==> src/rtl/class_op_arb_if.sv <==
// class_op_arb_if: request/result ports for the three requesters plus the engine port of class_op_arb
interface class_op_arb_if #(
  parameter int BUS_WIDTH = 128,
  parameter int VT_AWIDTH = 15
);
  logic                 lu_vld, ins_vld, rm_vld;
  logic [BUS_WIDTH-1:0] lu_key, ins_key, rm_key;
  logic                 lu_ack, ins_ack, rm_ack;
  logic                 lu_done, ins_done, rm_done;
  logic                 lu_hit_miss, ins_hit_miss, rm_hit_miss;
  logic [VT_AWIDTH-1:0] lu_vid, ins_vid, rm_vid;
  logic                 lu_err, ins_err, rm_err;
  logic                 eng_vld;
  logic [1:0]           eng_op;
  logic [BUS_WIDTH-1:0] eng_key;
  logic                 eng_done, eng_hit_miss, eng_err;
  logic [VT_AWIDTH-1:0] eng_vid;

  modport slave (
    input  lu_vld, ins_vld, rm_vld, lu_key, ins_key, rm_key,
    output lu_ack, ins_ack, rm_ack, lu_done, ins_done, rm_done,
    output lu_hit_miss, ins_hit_miss, rm_hit_miss, lu_vid, ins_vid, rm_vid,
    output lu_err, ins_err, rm_err,
    output eng_vld, eng_op, eng_key,
    input  eng_done, eng_hit_miss, eng_vid, eng_err
  );

  modport master (
    output lu_vld, ins_vld, rm_vld, lu_key, ins_key, rm_key,
    input  lu_ack, ins_ack, rm_ack, lu_done, ins_done, rm_done,
    input  lu_hit_miss, ins_hit_miss, rm_hit_miss, lu_vid, ins_vid, rm_vid,
    input  lu_err, ins_err, rm_err,
    input  eng_vld, eng_op, eng_key,
    output eng_done, eng_hit_miss, eng_vid, eng_err
  );
endinterface

==> src/rtl/class_op_arb.sv <==
// class_op_arb: single-outstanding arbiter of lookup/insert/remove ops onto the hash/VT engine.
// Optional watchdog enabled by defining CLASS_ARB_TIMEOUT_EN.
module class_op_arb #(
  parameter int BUS_WIDTH    = 128,
  parameter int ITEMS        = 32768,
  parameter int STARVE_LIMIT = 8,
  parameter int TIMEOUT      = 1024
) (
  input logic           clk,
  input logic           rst_n,
  class_op_arb_if.slave bus
);
  localparam int VT_AWIDTH = $clog2(ITEMS);
  localparam logic [1:0] OP_LU = 2'b00, OP_INS = 2'b01, OP_RM = 2'b10;

  typedef enum logic {IDLE, WAIT} state_t;

  state_t               state, state_nx;
  logic [7:0]           starve_cnt;
  logic                 rr_rm;
  logic [1:0]           win;
  logic                 maint, pick_m, pick_ins, g_lu, g_ins, g_rm, g_any, to;
  logic                 fin_lu, fin_ins, fin_rm, res_hit, res_err;
  logic [VT_AWIDTH-1:0] res_vid;
  logic [BUS_WIDTH-1:0] key_sel;

`ifdef CLASS_ARB_TIMEOUT_EN
  logic [15:0] wd;
  // Watchdog counts WAIT cycles since issue; zero whenever idle
  always_ff @(posedge clk or negedge rst_n)
    if (!rst_n) wd <= '0;
    else wd <= (state == WAIT) ? wd + 16'd1 : '0;
  assign to = (state == WAIT) && (wd == 16'(TIMEOUT));
`else
  logic unused_timeout;
  assign unused_timeout = ^TIMEOUT;
  assign to = 1'b0;
`endif

  // State register; reset drops any in-flight op
  always_ff @(posedge clk or negedge rst_n)
    if (!rst_n) state <= IDLE;
    else state <= state_nx;

  // Next state: issue when anything is pending, return on completion or watchdog
  always_comb
    state_nx = (state == IDLE) ? (g_any ? WAIT : IDLE) : ((bus.eng_done || to) ? IDLE : WAIT);

  // Grant decode and result selection; a timeout reports err with zero hit/vid
  always_comb begin
    maint    = bus.ins_vld | bus.rm_vld;
    pick_m   = maint && (starve_cnt == 8'(STARVE_LIMIT) || !bus.lu_vld);
    pick_ins = rr_rm ? !bus.rm_vld : bus.ins_vld;
    g_lu     = state == IDLE && bus.lu_vld && !pick_m;
    g_ins    = state == IDLE && pick_m && pick_ins;
    g_rm     = state == IDLE && pick_m && !pick_ins;
    g_any    = g_lu | g_ins | g_rm;
    key_sel  = g_ins ? bus.ins_key : g_rm ? bus.rm_key : g_lu ? bus.lu_key : '0;
    fin_lu   = state == WAIT && (bus.eng_done || to) && win == OP_LU;
    fin_ins  = state == WAIT && (bus.eng_done || to) && win == OP_INS;
    fin_rm   = state == WAIT && (bus.eng_done || to) && win == OP_RM;
    res_hit  = bus.eng_done & bus.eng_hit_miss;
    res_vid  = bus.eng_done ? bus.eng_vid : '0;
    res_err  = bus.eng_done ? bus.eng_err : 1'b1;
  end

  // Starvation counter, ins/rm round-robin pointer and owner of the outstanding op
  always_ff @(posedge clk or negedge rst_n)
    if (!rst_n) begin
      starve_cnt <= '0;
      rr_rm      <= 1'b0;
      win        <= OP_LU;
    end else begin
      if (!maint || g_ins || g_rm) starve_cnt <= '0;
      else if (g_lu && starve_cnt != 8'(STARVE_LIMIT)) starve_cnt <= starve_cnt + 8'd1;
      if (g_ins || g_rm) rr_rm <= !rr_rm;
      if (g_any) win <= g_ins ? OP_INS : g_rm ? OP_RM : OP_LU;
    end

  // Registered grant pulses, engine issue and winner-only result pulses
  always_ff @(posedge clk or negedge rst_n)
    if (!rst_n) begin
      bus.lu_ack       <= 1'b0;
      bus.ins_ack      <= 1'b0;
      bus.rm_ack       <= 1'b0;
      bus.eng_vld      <= 1'b0;
      bus.eng_op       <= OP_LU;
      bus.eng_key      <= '0;
      bus.lu_done      <= 1'b0;
      bus.ins_done     <= 1'b0;
      bus.rm_done      <= 1'b0;
      bus.lu_hit_miss  <= 1'b0;
      bus.ins_hit_miss <= 1'b0;
      bus.rm_hit_miss  <= 1'b0;
      bus.lu_vid       <= '0;
      bus.ins_vid      <= '0;
      bus.rm_vid       <= '0;
      bus.lu_err       <= 1'b0;
      bus.ins_err      <= 1'b0;
      bus.rm_err       <= 1'b0;
    end else begin
      bus.lu_ack       <= g_lu;
      bus.ins_ack      <= g_ins;
      bus.rm_ack       <= g_rm;
      bus.eng_vld      <= g_any;
      bus.eng_op       <= g_ins ? OP_INS : g_rm ? OP_RM : OP_LU;
      bus.eng_key      <= key_sel;
      bus.lu_done      <= fin_lu;
      bus.ins_done     <= fin_ins;
      bus.rm_done      <= fin_rm;
      bus.lu_hit_miss  <= fin_lu & res_hit;
      bus.ins_hit_miss <= fin_ins & res_hit;
      bus.rm_hit_miss  <= fin_rm & res_hit;
      bus.lu_vid       <= fin_lu ? res_vid : '0;
      bus.ins_vid      <= fin_ins ? res_vid : '0;
      bus.rm_vid       <= fin_rm ? res_vid : '0;
      bus.lu_err       <= fin_lu & res_err;
      bus.ins_err      <= fin_ins & res_err;
      bus.rm_err       <= fin_rm & res_err;
    end
endmodule

==> src/flat_wrapper.sv <==
// flat-port wrapper written by rule: the top's interface ports become plain ports
module class_op_arb_flat 
#(
  parameter int BUS_WIDTH    = 128,
  parameter int ITEMS        = 32768,
  parameter int STARVE_LIMIT = 8,
  parameter int TIMEOUT      = 1024
)
  (clk, rst_n, bus_lu_vld, bus_ins_vld, bus_rm_vld, bus_lu_key, bus_ins_key, bus_rm_key, bus_lu_ack, bus_ins_ack, bus_rm_ack, bus_lu_done, bus_ins_done, bus_rm_done, bus_lu_hit_miss, bus_ins_hit_miss, bus_rm_hit_miss, bus_lu_vid, bus_ins_vid, bus_rm_vid, bus_lu_err, bus_ins_err, bus_rm_err, bus_eng_vld, bus_eng_op, bus_eng_key, bus_eng_done, bus_eng_hit_miss, bus_eng_vid, bus_eng_err);
  class_op_arb_if #(.BUS_WIDTH(BUS_WIDTH), .VT_AWIDTH((15))) bus_i ();
  input logic clk;
  input logic rst_n;
  input wire logic [$bits(bus_i.lu_vld)-1:0] bus_lu_vld;
  input wire logic [$bits(bus_i.ins_vld)-1:0] bus_ins_vld;
  input wire logic [$bits(bus_i.rm_vld)-1:0] bus_rm_vld;
  input wire logic [$bits(bus_i.lu_key)-1:0] bus_lu_key;
  input wire logic [$bits(bus_i.ins_key)-1:0] bus_ins_key;
  input wire logic [$bits(bus_i.rm_key)-1:0] bus_rm_key;
  output wire logic [$bits(bus_i.lu_ack)-1:0] bus_lu_ack;
  output wire logic [$bits(bus_i.ins_ack)-1:0] bus_ins_ack;
  output wire logic [$bits(bus_i.rm_ack)-1:0] bus_rm_ack;
  output wire logic [$bits(bus_i.lu_done)-1:0] bus_lu_done;
  output wire logic [$bits(bus_i.ins_done)-1:0] bus_ins_done;
  output wire logic [$bits(bus_i.rm_done)-1:0] bus_rm_done;
  output wire logic [$bits(bus_i.lu_hit_miss)-1:0] bus_lu_hit_miss;
  output wire logic [$bits(bus_i.ins_hit_miss)-1:0] bus_ins_hit_miss;
  output wire logic [$bits(bus_i.rm_hit_miss)-1:0] bus_rm_hit_miss;
  output wire logic [$bits(bus_i.lu_vid)-1:0] bus_lu_vid;
  output wire logic [$bits(bus_i.ins_vid)-1:0] bus_ins_vid;
  output wire logic [$bits(bus_i.rm_vid)-1:0] bus_rm_vid;
  output wire logic [$bits(bus_i.lu_err)-1:0] bus_lu_err;
  output wire logic [$bits(bus_i.ins_err)-1:0] bus_ins_err;
  output wire logic [$bits(bus_i.rm_err)-1:0] bus_rm_err;
  output wire logic [$bits(bus_i.eng_vld)-1:0] bus_eng_vld;
  output wire logic [$bits(bus_i.eng_op)-1:0] bus_eng_op;
  output wire logic [$bits(bus_i.eng_key)-1:0] bus_eng_key;
  input wire logic [$bits(bus_i.eng_done)-1:0] bus_eng_done;
  input wire logic [$bits(bus_i.eng_hit_miss)-1:0] bus_eng_hit_miss;
  input wire logic [$bits(bus_i.eng_vid)-1:0] bus_eng_vid;
  input wire logic [$bits(bus_i.eng_err)-1:0] bus_eng_err;
  assign bus_i.lu_vld = bus_lu_vld;
  assign bus_i.ins_vld = bus_ins_vld;
  assign bus_i.rm_vld = bus_rm_vld;
  assign bus_i.lu_key = bus_lu_key;
  assign bus_i.ins_key = bus_ins_key;
  assign bus_i.rm_key = bus_rm_key;
  assign bus_lu_ack = bus_i.lu_ack;
  assign bus_ins_ack = bus_i.ins_ack;
  assign bus_rm_ack = bus_i.rm_ack;
  assign bus_lu_done = bus_i.lu_done;
  assign bus_ins_done = bus_i.ins_done;
  assign bus_rm_done = bus_i.rm_done;
  assign bus_lu_hit_miss = bus_i.lu_hit_miss;
  assign bus_ins_hit_miss = bus_i.ins_hit_miss;
  assign bus_rm_hit_miss = bus_i.rm_hit_miss;
  assign bus_lu_vid = bus_i.lu_vid;
  assign bus_ins_vid = bus_i.ins_vid;
  assign bus_rm_vid = bus_i.rm_vid;
  assign bus_lu_err = bus_i.lu_err;
  assign bus_ins_err = bus_i.ins_err;
  assign bus_rm_err = bus_i.rm_err;
  assign bus_eng_vld = bus_i.eng_vld;
  assign bus_eng_op = bus_i.eng_op;
  assign bus_eng_key = bus_i.eng_key;
  assign bus_i.eng_done = bus_eng_done;
  assign bus_i.eng_hit_miss = bus_eng_hit_miss;
  assign bus_i.eng_vid = bus_eng_vid;
  assign bus_i.eng_err = bus_eng_err;
  class_op_arb #(.BUS_WIDTH(BUS_WIDTH), .ITEMS(ITEMS), .STARVE_LIMIT(STARVE_LIMIT), .TIMEOUT(TIMEOUT)) u_core (.clk(clk), .rst_n(rst_n), .bus(bus_i));
endmodule
==> config.mk <==
export PLATFORM = sky130hd
export DESIGN_NAME = class_op_arb_flat
export DESIGN_NICKNAME = d
export VERILOG_FILES = /design/src/rtl/class_op_arb_if.sv /design/src/rtl/class_op_arb.sv /design/src/flat_wrapper.sv
export SDC_FILE = /design/constraint.sdc
export NUM_CORES = 1
export LEC_CHECK = 0
export ABC_AREA = 1
export CAP_MARGIN = 20
export CORE_AREA = 4 4 226 228
export CTS_CLUSTER_DIAMETER = 200
export DETAILED_ROUTE_END_ITERATION = 10
export DIE_AREA = 0 0 230 232
export HOLD_SLACK_MARGIN = 0.15
export PLACE_DENSITY = 0.51
export RECOVER_POWER = 100
export SYNTH_ARGS = -nofsm -noshare
export SYNTH_HDL_FRONTEND = slang
export SYNTH_SLANG_ARGS = --single-unit
==> constraint.sdc <==
create_clock -name clk -period 2 [get_ports clk]
set_clock_uncertainty 0.05 [all_clocks]
set_input_delay 0.2 -clock clk [delete_from_list [all_inputs] [get_ports clk]]
set_output_delay 0.2 -clock clk [all_outputs]
set_load 0.01 [all_outputs]
==> results of run 1 <==
placed cells by master (no fill, tap or decap), types with 2 or more instances in the layout:
cell,netlist,final
dfrtp_1,198,198
clkbuf_16,0,24
clkinv_8,0,5
buf_2,38,2
nand3_2,0,18
nand2_2,0,4
nand3_4,0,3
nor2_1,34,32
inv_6,0,3
nand2_1,321,316
inv_2,2,4
inv_4,0,2
o2111ai_1,64,64
nor2_4,0,2
inv_1,101,97
buf_6,2,7
nor3_1,34,34
nand3_1,229,208
clkinv_1,2,2
xor2_1,4,4
clkbuf_2,0,6
clkinv_4,0,2
clkdlybuf4s50_1,0,593
nand2_4,1,2
buf_4,13,71
buf_12,0,26
inv_8,0,3
a21oi_1,4,4
nand4_1,70,70
repair_timing:
item	CTS	global route
hold buffers	1	0
endpoints found under the setup margin	36	99
cloned	0	9
buffers inserted	2	13
resized for setup	1	39
pin swaps	2	18
hold endpoints to repair	198	0
worst min path at each step:
stage	start	end	slack (ns)
after floorplan	rst_n	u_core.bus.eng_key[0]	-0.15
after global placement	rst_n	u_core.bus.eng_key[123]	0.19
after detailed placement	rst_n	u_core.bus.eng_key[123]	0.19
final	bus_rm_key[20]	u_core.bus.eng_key[20]	0.21
after global routing	bus_rm_key[56]	u_core.bus.eng_key[56]	0.18
after CTS	bus_rm_key[56]	u_core.bus.eng_key[56]	0.16
cell usage after synthesis, drive strengths merged:
cell type  count
a21oi          4
buf           66
clkbuf        43
clkinv         2
dfrtp        198
ha             2
inv          103
nand2        322
nand3        229
nand4         70
nor2          35
nor3          34
o2111ai       64
o21a           1
o21ai          2
xnor2          1
xor2           4
final cells by class:
class / count / area (sq um)
fill: 5056 / 30800
timing repair buffer: 713 / 7290
sequential: 198 / 4950
multi-input combinational: 768 / 3970
tap: 664 / 831
clock buffer: 17 / 425
inverter: 105 / 399
clock inverter: 14 / 175
antenna: 1 / 2.50
power breakdown:
| part | switching, mW | internal (mW) |
|---|---|---|
| logic | 3.23 | 2.94 |
| clock network | 1.93 | 1.69 |
| registers | 0.276 | 4.65 |
| total | 5.45 | 9.28 |
sequential cells by signal, indices dropped and copies added (netlist names), 2 cells and up:
name / count
u_core.bus.eng_op: 2
u_core.bus.ins_vid: 15
u_core.win: 2
u_core.starve_cnt: 8
u_core.bus.lu_vid: 15
u_core.bus.rm_vid: 15
u_core.bus.eng_key: 128
per-stage QoR:
step / instance area, sq um / setup WS, ns / std cells / total power [mW] / hold slack (ns)
4_1_cts: 17600 / 0.00203 / 2457 / 14.6 / 0.161
5_1_grt: 18000 / -0.0753 / 2479 / 15.5 / 0.179
3_5_place_dp: 17000 / -0.162 / 2423 / 10.9 / 0.190
3_3_place_gp: 17000 / -0.185 / 2423 / 10.9 / 0.187
6_report: 18000 / 0.00585 / 2480 / 14.7 / 0.210
2_1_floorplan: 9670 / 0.260 / 1180 / 7.21 / -0.146
routing by layer:
metal,track usage,wire length [microns],share of wire,up-vias
met4,0.0558,1260,0.024,2
met1,0.218,21000,0.40,5392
met3,0.0731,4810,0.092,66
met2,0.307,25300,0.48,564
met5,0,10,0.00019,-
li1,-,-,-,5228
worst reg2reg max path, delay by kind of cell (launching register included):
family / cells / cell delay [ns]
buffers and inverters: 5 / 0.65
AND/OR/NAND/NOR: 5 / 0.45
flip-flops: 1 / 0.39
AO/OA/AOI/OAI: 1 / 0.25
adder cells (fa/ha/maj): 1 / 0.14
kinds of logic (layout without fill, tap and decap cells):
logic type                 count (synthesis)  count (layout)  synth area share
and+or+nand+nor                          690             690             0.323
buffers and inverters                    214             849            0.0946
DFF                                      198             198             0.513
AOI/OAI and AO/OA                         71              71            0.0630
xor gates and xnor gates                   5               5           0.00453
adders and majority gates                  2               2           0.00259
other                                      0               1                 0
==> impl_metrics.py, run 1 <==
metrics = {
    "status": {
        "status": "finished with violations",
        "violations": "capacitance limit",
    },
    "cells_and_area": {
        "final_util": 0.370,
        "nets": 2212,
        "synthToLayoutAreaGrowth_pct": 86.7,
        "drive_above_1_share": 0.104,
    },
    "detailed_routing": {
        "ant_nets": 0,
        "avgViaCountPerCell": 4.54,
        "wirelength_mm": 52.3,
        "route.vias.total": 11300,
        "drc": 0,
        "wl_per_cell_microns": 21.1,
        "dr.pass1.iters": 5,
        "dr.first_iter.drc_count": 770,
    },
    "synthesis": {
        "syn_area_per_cell_sq_um": 8.19,
        "yosys.area.top_type": "dfrtp_1",
        "yosys_warnings": 0,
        "syn-num-nets": 1589,
        "yosysSeqAreaShare": 0.513,
        "synth_top_area_frac": 0.513,
        "syn_inst": 1180,
        "synth.cell_area_sq_um": 9670,
        "ys_types": 24,
        "ys_seq_elements": 198,
        "synthTopCellsByArea": "dfrtp_1, nand2_1, nand3_1, o2111ai_1, nand4_1",
    },
    "die": {
        "rows": 81,
        "fp.coreArea_sq_um": 48800,
        "die_area_sq_um": 53400,
        "io_pins": 595,
        "initial_core_util": 0.198,
        "die_h_microns": 232,
        "die_w_microns": 230,
    },
    "timing": {
        "timing.final.crit_period_ns": 1.99,
        "worst_pin_slew_ns": 1.50,
        "fmax_mhz": 501,
        "finalCritPeriodShare": 0.997,
        "final-hold-violation-count": 0,
        "finalSetupTns_ns": 0,
        "slew_headroom": 0.0000348,
        "slew_violations": 0,
        "setup_viol": 0,
        "rsz0062_at_grt": "yes",
    },
    "power_and_ir_drop": {
        "p_per_area_nw_per_um2": 816,
        "vdd_drop_max_v": 0.000667,
        "p_leak_nw": 8.29,
    },
    "worst_setup_path": {
        "worstPathCellList": "inv_2 > ha_4 > nand3_4 > o21ai_4 > nand2_4 > buf_12 > nor2_8 > buf_12 > buf_12 > buf_4 > nand3_1 > nand2_1",
        "arrival_ns": 2.37,
        "startpoint": "u_core.starve_cnt[0]",
        "cp_max_fo": 8,
        "crit_top_cell": "buf_12",
        "timing.critical_path.to": "u_core.bus.eng_key[72]",
        "rr_endpoint": "u_core.bus.eng_key[72]",
        "rr_startpoint": "u_core.starve_cnt[0]",
        "start_kind": "register",
        "cp_num_cells": 12,
        "max_stage_delay_ns": 0.39,
        "r2r_cells": 12,
        "worst_setup_path_end_kind": "register",
        "critPathTopFamily": "buffers and inverters",
        "crit_buf_inv": 5,
        "reg2reg_slack_ns": 0.006,
        "slowest_stage": "dfrtp_1",
        "critPathKind": "reg -> reg",
        "worstPathRequired_ns": 2.38,
    },
    "global_routing": {
        "gr-usage-all-layers": 0.184,
        "grt_pass1_vias": 11500,
        "grt_max_degree": 72,
        "grt_first_pass_wirelength_mm": 74.6,
        "antenna_found_initial": 2,
        "overflow": 0,
    },
    "flow_run": {
        "maxCapViolations": 1,
    },
    "cts": {
        "cts-root-buf": "clkbuf_16",
        "cts_tree": "built",
        "cts_max_path_buffers": 2,
        "h-tree-depth": 4,
        "clk_latency_ns": 0.49,
        "cts_buffers": 17,
        "clkSinkCount": 198,
        "path_clk_slew_ns": 0.08,
    },
    "hold_path": {
        "hold_path.class": "in -> reg",
        "hold_depth": 3,
    },
    "place": {
        "port-buffer-count": 594,
        "dp_hpwl_mm": 38.2,
        "place.gp.congestion": 0.934,
    },
}
(Power assumes the default switching activity.)
==> inputs of run 2 (changes only) <==
--- a/config.mk
+++ b/config.mk
@@ -6,6 +6,7 @@
 export NUM_CORES = 1
 export LEC_CHECK = 0
 export ABC_AREA = 1
+export ABC_CLOCK_PERIOD_IN_PS = 2000
 export CAP_MARGIN = 20
 export CORE_AREA = 4 4 226 228
 export CTS_CLUSTER_DIAMETER = 200
==> results of run 2 <==
Final layout, timing and power as in run 1 (identical DEF).
